`src/rtl/predicate_pkg.sv`:
```
// Shared widths and the buffered predicate-write record used by the writeback unit.
package predicate_pkg;

    localparam int NUM_LANES = 8;
    localparam int NUM_REGS  = 32;
    localparam int NUM_WARPS = 16;
    localparam int AW        = $clog2(NUM_REGS);
    localparam int WW        = $clog2(NUM_WARPS);

    typedef struct packed {
        logic [WW-1:0]        warp;
        logic [AW-1:0]        addr;
        logic [NUM_LANES-1:0] mask;
        logic [NUM_LANES-1:0] data;
    } pred_wr_t;

    localparam int ENTRY_W = $bits(pred_wr_t);

    function automatic logic entry_matches(input pred_wr_t e, input logic [WW-1:0] warp,
                                           input logic [AW-1:0] addr);
        return (e.warp == warp) && (e.addr == addr);
    endfunction

endpackage

```
`src/rtl/pred_wb_fifo.sv`:
```
// Register FIFO of pending predicate writes; exposes the head plus every slot and its
// occupancy so the top level can answer hazard queries against all queued writes.
module pred_wb_fifo
    import predicate_pkg::*;
#(
    parameter int DEPTH = 4
) (
    input  logic                     clk,
    input  logic                     rst,
    input  logic                     push,
    input  logic [ENTRY_W-1:0]       wr_entry,
    input  logic                     pop,
    output logic                     full,
    output logic                     empty,
    output logic [ENTRY_W-1:0]       head,
    output logic [DEPTH*ENTRY_W-1:0] entries,
    output logic [DEPTH-1:0]         entry_valid
);

    localparam int PW = $clog2(DEPTH);

    logic [PW-1:0]      wr_ptr;
    logic [PW-1:0]      rd_ptr;
    logic [PW:0]        count;
    logic [ENTRY_W-1:0] mem [DEPTH];
    logic               do_push;
    logic               do_pop;

    assign full    = (count == (PW+1)'(DEPTH));
    assign empty   = (count == '0);
    assign do_push = push && !full;
    assign do_pop  = pop && !empty;
    assign head    = mem[rd_ptr];

    always_ff @(posedge clk or posedge rst) begin
        if (rst) begin
            wr_ptr <= '0;
            rd_ptr <= '0;
            count  <= '0;
        end else begin
            if (do_push) wr_ptr <= wr_ptr + 1'b1;
            if (do_pop)  rd_ptr <= rd_ptr + 1'b1;
            case ({do_push, do_pop})
                2'b10:   count <= count + 1'b1;
                2'b01:   count <= count - 1'b1;
                default: count <= count;
            endcase
        end
    end

    // Payload storage carries no reset; occupancy alone decides what is live.
    always_ff @(posedge clk) begin
        if (do_push) mem[wr_ptr] <= wr_entry;
    end

    always_comb begin
        entries     = '0;
        entry_valid = '0;
        for (int i = 0; i < DEPTH; i++) begin
            entries[i*ENTRY_W +: ENTRY_W] = mem[i];
            entry_valid[i] = {1'b0, PW'(PW'(i) - rd_ptr)} < count;
        end
    end

endmodule

```
`src/rtl/predicate_writeback_unit.sv`:
```
// Buffers predicate results and drives the register block write port, sharing its
// warp selector with the read stage and forcing the reader to yield after a bounded wait.
module predicate_writeback_unit
    import predicate_pkg::*;
#(
    parameter int DEPTH     = 4,
    parameter int MAX_STALL = 7
) (
    input  logic                 clk,
    input  logic                 rst,
    input  logic                 in_valid,
    output logic                 in_ready,
    input  logic [WW-1:0]        in_warp,
    input  logic [AW-1:0]        in_addr,
    input  logic [NUM_LANES-1:0] in_mask,
    input  logic [NUM_LANES-1:0] in_data,
    input  logic                 rd_req,
    input  logic [WW-1:0]        rd_warp,
    output logic                 rd_stall,
    output logic [NUM_LANES-1:0] prf_write_en,
    output logic [AW-1:0]        prf_waddr,
    output logic [NUM_LANES-1:0] prf_wdata,
    output logic [WW-1:0]        prf_warp_sel,
    input  logic [WW-1:0]        q_warp,
    input  logic [AW-1:0]        q_addr,
    output logic                 q_pending
);

    localparam int SW = $clog2(MAX_STALL + 1);

    pred_wr_t                 in_entry;
    pred_wr_t                 head;
    logic [ENTRY_W-1:0]       head_bits;
    logic [DEPTH*ENTRY_W-1:0] entries_bits;
    logic [DEPTH-1:0]         entry_valid;
    logic                     full;
    logic                     empty;
    logic                     head_valid;
    logic                     push;
    logic                     grant;
    logic                     force_yield;
    logic [SW-1:0]            stall_cnt;

    assign in_entry = '{warp: in_warp, addr: in_addr, mask: in_mask, data: in_data};
    assign in_ready = !full;
    // Zero-mask results are acknowledged but never occupy a slot.
    assign push     = in_valid && in_ready && (in_mask != '0);

    pred_wb_fifo #(.DEPTH(DEPTH)) u_fifo (
        .clk         (clk),
        .rst         (rst),
        .push        (push),
        .wr_entry    (in_entry),
        .pop         (grant),
        .full        (full),
        .empty       (empty),
        .head        (head_bits),
        .entries     (entries_bits),
        .entry_valid (entry_valid)
    );

    assign head        = pred_wr_t'(head_bits);
    assign head_valid  = !empty;
    assign force_yield = head_valid && (stall_cnt == SW'(MAX_STALL));
    assign rd_stall    = force_yield && rd_req;
    assign grant       = head_valid && (!rd_req || (rd_warp == head.warp) || force_yield);

    always_comb begin
        prf_warp_sel = '0;
        if (rd_req && !force_yield) prf_warp_sel = rd_warp;
        else if (head_valid)        prf_warp_sel = head.warp;
        prf_write_en = grant ? head.mask : '0;
        prf_waddr    = head_valid ? head.addr : '0;
        prf_wdata    = head_valid ? head.data : '0;
    end

    // Counts consecutive cycles the head has been denied the selector.
    always_ff @(posedge clk or posedge rst) begin
        if (rst) begin
            stall_cnt <= '0;
        end else if (!head_valid || grant) begin
            stall_cnt <= '0;
        end else if (stall_cnt != SW'(MAX_STALL)) begin
            stall_cnt <= stall_cnt + 1'b1;
        end
    end

    always_comb begin
        q_pending = 1'b0;
        for (int i = 0; i < DEPTH; i++) begin
            if (entry_valid[i] &&
                entry_matches(pred_wr_t'(entries_bits[i*ENTRY_W +: ENTRY_W]), q_warp, q_addr))
                q_pending = 1'b1;
        end
    end

endmodule

```
`config.mk`:
```
export PLATFORM = sky130hd
export DESIGN_NAME = predicate_writeback_unit
export DESIGN_NICKNAME = d
export VERILOG_FILES = /design/src/rtl/predicate_pkg.sv /design/src/rtl/pred_wb_fifo.sv /design/src/rtl/predicate_writeback_unit.sv
export SDC_FILE = /design/constraint.sdc
export NUM_CORES = 1
export LEC_CHECK = 0
export CAP_MARGIN = 20
export CORE_MARGIN = 3
export CORE_UTILIZATION = 30
export DETAILED_ROUTE_END_ITERATION = 7
export RECOVER_POWER = 50
export SLEW_MARGIN = 20
export SYNTH_ARGS = -nofsm -noshare
export SYNTH_HDL_FRONTEND = slang
export SYNTH_HIERARCHICAL = 1
export SYNTH_SLANG_ARGS = --single-unit
```
`constraint.sdc`:
```
create_clock -name clk -period 2.8 [get_ports clk]
set_input_delay 0.42 -clock clk [delete_from_list [all_inputs] [get_ports clk]]
set_output_delay 0.42 -clock clk [all_outputs]
set_load 0.01 [all_outputs]
```
==> results of run 1 <==
how the worst max path moves through the flow:
stage	from	to	slack, ns	depth (start not counted)
after global routing	u_fifo/rd_ptr[0]$_DFFE_PP0P_	u_fifo/count[2]$_DFFE_PP0P_	-0.28	12
after detailed placement	u_fifo/rd_ptr[0]$_DFFE_PP0P_	u_fifo/count[2]$_DFFE_PP0P_	-0.21	11
after floorplan	u_fifo/rd_ptr[0]$_DFFE_PP0P_	u_fifo/count[2]$_DFFE_PP0P_	-0.11	12
final	u_fifo/rd_ptr[0]$_DFFE_PP0P_	prf_write_en[2]	-0.20	9
after CTS	u_fifo/rd_ptr[0]$_DFFE_PP0P_	u_fifo/count[2]$_DFFE_PP0P_	-0.23	12
after global placement	in_mask[1]	u_fifo/count[2]$_DFFE_PP0P_	-0.18	13
metal layers:
metal	global-route usage [%]	wire, um	up-vias
li1	-	-	1324
met1	18.37	5453	1448
met2	21.21	5426	73
met3	4.434	641	22
met4	4.072	179	8
met5	0	46	-
what timing repair did:
| action | in CTS | in global routing |
|---|---|---|
| pin swaps | 14 | 4 |
| hold endpoints to repair | 0 | 0 |
| endpoints found under the setup margin | 19 | 16 |
| resized for setup | 69 | 13 |
| setup buffers | 5 | 3 |
| cloned | 1 | 0 |
registers in the layout, summed over array words and instances, names as in the netlist:
register       flops
stall_cnt          3
u_fifo/count       3
u_fifo/mem       100
u_fifo/rd_ptr      2
u_fifo/wr_ptr      2
worst max-delay path: cells and delay by family, from the launching register on:
family | cells | cell delay [ns]
mux | 1 | 0.53
buf+inv | 4 | 0.52
flops | 1 | 0.44
compound gates | 1 | 0.36
xor+xnor | 1 | 0.19
simple gates | 2 | 0.18
per-stage QoR:
step	utilization [%]	hold slack, ns
global placement	38.83	0.4208
global route	41.45	0.4058
finish	41.45	0.4031
CTS	41.18	0.2698
detailed placement	38.83	0.4310
floorplan	-	0.1736
final cells by class:
type | instances | share of cell area [%]
clock buffers | 12 | 3.553
clock inverters | 4 | 0.7143
well taps | 216 | 4.060
inverters | 13 | 0.7331
flip-flops and latches | 110 | 48.93
multi-input cells | 158 | 26.11
repair buffers | 110 | 15.90
power by group through the flow:
| stage | Clock, mW | Combinational, mW | Sequential (mW) |
|---|---|---|---|
| after floorplan | 0 | 1.67 | 2.35 |
| after global placement | 0 | 2.75 | 2.42 |
| after detailed placement | 0 | 2.76 | 2.44 |
| after CTS | 1.28 | 2.87 | 2.40 |
| after global routing | 1.36 | 3.16 | 2.43 |
| final | 1.25 | 2.89 | 2.39 |
layout by cell type, fill, tap and decap left out, types with 6 or more instances in the layout:
| master | instances |
|---|---|
| buf_4 | 28 |
| ha_1 | 10 |
| xnor2_1 | 7 |
| buf_2 | 6 |
| and2_1 | 7 |
| xor2_1 | 35 |
| clkbuf_1 | 6 |
| inv_1 | 12 |
| edfxtp_1 | 100 |
| clkbuf_16 | 9 |
| nor4_1 | 11 |
| nor2b_1 | 14 |
| dlygate4sd2_1 | 8 |
| mux4_2 | 25 |
| dlygate4sd3_1 | 26 |
| dfrtp_1 | 7 |
| clkdlybuf4s50_1 | 21 |
cells by family after synthesis:
family | count (synthesis)
multiplexers | 27
XOR/XNOR | 47
adder cells (fa/ha/maj) | 12
flip-flops | 110
buffers and inverters | 21
AND/OR/NAND/NOR | 58
AO/OA/AOI/OAI | 13
==> impl_metrics.tcl, run 1 <==
set metrics [dict create \
    synth_area_leaders "edfxtp_1, mux4_2, xor2_1" \
    grt_pass1_vias 3202 \
    place_hpwl_um 7816 \
    seq_power_share_pct 36.6 \
    crit_fanout 5 \
    grt-ovfl-total 0 \
    hold_class "input pin to asynchronous set/reset pin" \
    rows 46 \
    clk_latency_ns 0.36 \
    synthMuxAreaShare_pct 11.80 \
    setup_viol 11 \
    cp_data_required_time_ns 2.38 \
    fin_nets 456 \
    p_int_mw 4.410 \
    htreeDepth 3 \
    grt_max_degree 19 \
    antenna_found_initial 4 \
    ant_nets 0 \
    vias_per_cell 4.615 \
    pwr-share-clk_pct 19.2 \
    grt_pass1_wl_um 18250 \
    detailed_place.area_mm2 0.006236 \
    die_height_um 134.9 \
    synth_fa_ha_area_share_pct 3.163 \
    area_delta_synth_final_pct 33.53 \
    postSynthCellCount 288 \
    synth_top_family_by_area "multiplexers" \
    design_area_mm2 0.006656 \
    slowest_delay_ns 0.53 \
    status "finished, violations left" \
    drive_gt1_share_pct 28.01 \
    finalPower_mw 6.531 \
    multi_input_area_mm2 0.001738 \
    r2r_end "u_fifo/count[2]$_DFFE_PP0P_" \
    synth-edff-count 100 \
    p_sw_mw 2.121 \
    fin_tns_setup_ns -1.155 \
    synth_top_area_share_pct 60.24 \
    cts_buffers 9 \
    placed_cells 599 \
    leakage_nw 2.419 \
    crit_slowest_cell "mux4_2" \
    hold_viol_final 0 \
    fp.coreArea_mm2 0.01606 \
    synthFlopType "edfxtp_1" \
    root_buffer "clkbuf_16" \
    first_pass_iters 4 \
    r2r_slack_ns -0.17 \
    crit_chain "buf_6 > mux4_2 > xor2_2 > nor4_4 > buf_4 > o31a_4 > buf_6 > and2_4 > buf_6" \
    async_flop_share_pct 9.091 \
    endpoint_kind "output pin" \
    reg2reg_depth 12 \
    cts.sinks 110 \
    cp_common_cell "buf_6" \
    dp_slack_ns -0.2093 \
    worstPathArrival_ns 2.58 \
    finClkSkew_ns 0.007853 \
    startpoint_type "flop" \
    power_density_mw_per_mm2 981.1 \
    synthSimpleGateAreaFrac_pct 7.580 \
    setup_ws_ns -0.1998 \
    antenna_cells 0 \
    worst_slew_pin_slew_ns 0.3808 \
    cap_violations 0 \
    synthesis.area_mm2 0.004985 \
    synthTopCellsByCount "edfxtp_1, xor2_1, mux4_2" \
    syn_area_per_cell_um2 17.31 \
    ir_worst_vdd_v 0.0003814 \
    die_area_mm2 0.01820 \
    num_vias 2875 \
    track_usage_pct 13.65 \
    cts.hold.buffers_added 0 \
    period_needed_ns 3.000 \
    initialDrtViolationCount 167 \
    min_period_over_period_pct 107.1 \
    initial_core_util_pct 31.04 \
    rr_startpoint "u_fifo/rd_ptr[0]$_DFFE_PP0P_" \
    globalplace.congestion 0.8465 \
    post-synth-top-count-cell "edfxtp_1" \
    yosysUniqueCellTypes 34 \
    crit_type "flop to output pin" \
    yosysTopAreaCell "edfxtp_1" \
    clkTransAtPathRegs_ns 0.07 \
    drt-total-wl_um 11750 \
    rsz0062_at_grt "yes" \
    cts_tree "built" \
    portBuffers 69 \
    finalNonFillerCells 623 \
    register_area_mm2 0.003257 \
    synth_nets 342 \
    cts_max_path_buffers 2 \
    p_sw_share_pct 32.48 \
    die_x_um 134.9 \
    violations "setup timing" \
    ys_warn_count 6 \
    relSlewSlack_pct 74.38 \
    max_clock_freq_mhz 333.4 \
    comb_power_share_pct 44.2 \
    ys_seq_area_share_pct 65.26 \
    yosys.area_share.xor_xnor_pct 8.258 \
    ios 70 \
    synth-seq-cells 110 \
    num-fill-cells 1465 \
    slew_violations 0 \
    drcViolationCount 0 \
    wl_per_cell_um 18.85 \
    synth_compound_area_share_pct 2.083 \
]
Note: power is estimated with default switching activity, not from simulation.
==> run 2: changes to the inputs <==
--- a/config.mk
+++ b/config.mk
@@ -5,6 +5,7 @@
 export SDC_FILE = /design/constraint.sdc
 export NUM_CORES = 1
 export LEC_CHECK = 0
+export ABC_CLOCK_PERIOD_IN_PS = 2800
 export CAP_MARGIN = 20
 export CORE_MARGIN = 3
 export CORE_UTILIZATION = 30
==> results of run 2 <==
The final DEF is identical to that of run 1; final timing and power are the same.
==> run 3: changes to the inputs <==
--- a/config.mk
+++ b/config.mk
@@ -10,7 +10,6 @@
 export CORE_MARGIN = 3
 export CORE_UTILIZATION = 30
 export DETAILED_ROUTE_END_ITERATION = 7
-export RECOVER_POWER = 50
 export SLEW_MARGIN = 20
 export SYNTH_ARGS = -nofsm -noshare
 export SYNTH_HDL_FRONTEND = slang
==> run 3 against run 2 <==
  * The run still ends with setup timing left
  * Maximum frequency is 0.12% higher
  * Design area is 0.23% higher
  * Utilization is 0.094 points higher
  * Largest cell class unchanged
  * Largest power group unchanged
==> impl_metrics.tcl, run 3 (synthesis results as in run 1) <==
set metrics [dict create \
    status "finished, violations left" \
    violations "setup timing" \
    die_height_um 134.9 \
    r2r_slack_ns -0.18 \
    drcViolationCount 0 \
    setup_viol 11 \
    rr_startpoint "u_fifo/rd_ptr[0]$_DFFE_PP0P_" \
    first_pass_iters 4 \
    power_density_mw_per_mm2 981.8 \
    cts_max_path_buffers 2 \
    relSlewSlack_pct 74.38 \
    crit_fanout 5 \
    largest_register "u_fifo/mem" \
    largest_reg_flops 100 \
    r2r_end "u_fifo/count[2]$_DFFE_PP0P_" \
    drive_gt1_share_pct 28.99 \
    cap_violations 0 \
    crit_chain "buf_6 > mux4_2 > xor2_2 > nor4_4 > buf_4 > o31a_4 > buf_6 > and2_4 > buf_6" \
    endpoint_kind "output pin" \
    die_area_mm2 0.01820 \
    wl_per_cell_um 18.85 \
    rows 46 \
    htreeDepth 3 \
    cts_buffers 9 \
    met3_length_um 728 \
    globalplace.congestion 0.8465 \
    cp_common_cell "buf_6" \
    ir_worst_vdd_v 0.0003826 \
    num_vias 2849 \
    cts.sinks 110 \
    cp_data_required_time_ns 2.38 \
    wl_met1_um 5368 \
    crit_type "flop to output pin" \
    hold_viol_final 0 \
    rsz0062_at_grt "yes" \
    portBuffers 69 \
    initial_core_util_pct 31.04 \
    crit_family "multiplexers" \
    area_delta_synth_final_pct 33.84 \
    antenna_found_initial 1 \
    fin_tns_setup_ns -1.156 \
    finClkSkew_ns 0.008189 \
    slowest_delay_ns 0.53 \
    clkTransAtPathRegs_ns 0.07 \
    ant_nets 0 \
    reg2reg_depth 12 \
    wl_met2_um 5476 \
    crit_slowest_cell "mux4_2" \
    max_clock_freq_mhz 333.8 \
    ios 70 \
    grt_max_degree 19 \
    drt-total-wl_um 11750 \
    min_period_over_period_pct 107.0 \
    crit_buf_inv 4 \
    vias_per_cell 4.573 \
    worst_slew_pin_slew_ns 0.3808 \
    startpoint_type "flop" \
    track_usage_pct 13.65 \
    grt-ovfl-total 0 \
    period_needed_ns 2.996 \
    final_cell_mix "edfxtp_1, clkdlybuf4s50_1, xor2_1" \
    slew_violations 0 \
    cts_tree "built" \
    top_layer_used "met5" \
    fin_nets 456 \
    die_x_um 134.9 \
    initialDrtViolationCount 159 \
    clk_latency_ns 0.36 \
    num-fill-cells 1462 \
    worstPathArrival_ns 2.58 \
    grt_pass1_wl_um 18250 \
    antenna_cells 0 \
    hold_class "input pin to asynchronous set/reset pin" \
    setup_ws_ns -0.1962 \
    grt_pass1_vias 3202 \
    leakage_nw 2.427 \
    dp_slack_ns -0.2093 \
    place_hpwl_um 7816 \
    fp.coreArea_mm2 0.01606 \
    largestRegisters "u_fifo/mem: 100 flops, stall_cnt: 3 flops, u_fifo/count: 3 flops" \
    root_buffer "clkbuf_16" \
    final_common_cell "edfxtp_1" \
]
run 3: through the flow:
| step | utilization (%) | power [mW] | hold slack (ns) | cells | instance area (um2) |
|---|---|---|---|---|---|
| 5_1_grt | 41.55 | 6.974 | 0.2816 | 623 | 6671 |
| 3_5_place_dp | 38.83 | 5.206 | 0.4310 | 599 | 6236 |
| 2_1_floorplan | - | 4.020 | 0.1736 | 288 | 5024 |
| 6_report | 41.55 | 6.550 | 0.2749 | 623 | 6671 |
| 3_3_place_gp | 38.83 | 5.168 | 0.4208 | 599 | 6236 |
| 4_1_cts | 41.18 | 6.552 | 0.2698 | 621 | 6613 |
run 3: area by class of cell:
cell class / instances / area [um2] / share of cell area (%)
inverters: 13 / 48.80 / 0.7314
clock buffers: 12 / 236.5 / 3.545
well taps: 216 / 270.3 / 4.051
multi-input cells: 158 / 1742 / 26.11
repair buffers: 110 / 1070 / 16.04
clock inverters: 4 / 47.55 / 0.7127
flip-flops and latches: 110 / 3257 / 48.82
run 3: how the worst max path moves through the flow:
stage	from	endpoint	cells after the start
finish	u_fifo/rd_ptr[0]$_DFFE_PP0P_	prf_write_en[2]	9
global route	u_fifo/rd_ptr[0]$_DFFE_PP0P_	u_fifo/count[2]$_DFFE_PP0P_	12
CTS	u_fifo/rd_ptr[0]$_DFFE_PP0P_	u_fifo/count[2]$_DFFE_PP0P_	12
detailed placement	u_fifo/rd_ptr[0]$_DFFE_PP0P_	u_fifo/count[2]$_DFFE_PP0P_	11
global placement	in_mask[1]	u_fifo/count[2]$_DFFE_PP0P_	13
floorplan	u_fifo/rd_ptr[0]$_DFFE_PP0P_	u_fifo/count[2]$_DFFE_PP0P_	12
run 3: timing repair:
item                                    CTS  global route
cloned                                    1             0
resized for setup                        69            13
buffers inserted                          5             3
hold buffers                              0             0
hold endpoints to repair                  0             0
pin swaps                                14             4
endpoints found under the setup margin   19            16
run 3: report_power, final:
| part | total (mW) | switching (mW) | leakage (nW) | internal, mW |
|---|---|---|---|---|
| clock network | 1.25 | 0.560 | 0.138 | 0.692 |
| registers | 2.39 | 0.190 | 1.03 | 2.20 |
| logic | 2.91 | 1.37 | 1.26 | 1.54 |
| total | 6.55 | 2.12 | 2.43 | 4.43 |
run 3: per-layer routing:
| layer | up-vias | GRT usage, % |
|---|---|---|
| met1 | 1422 | 18.37 |
| met2 | 86 | 21.21 |
| met4 | 2 | 4.072 |
| met3 | 15 | 4.434 |
| li1 | 1324 | - |
| met5 | - | 0 |
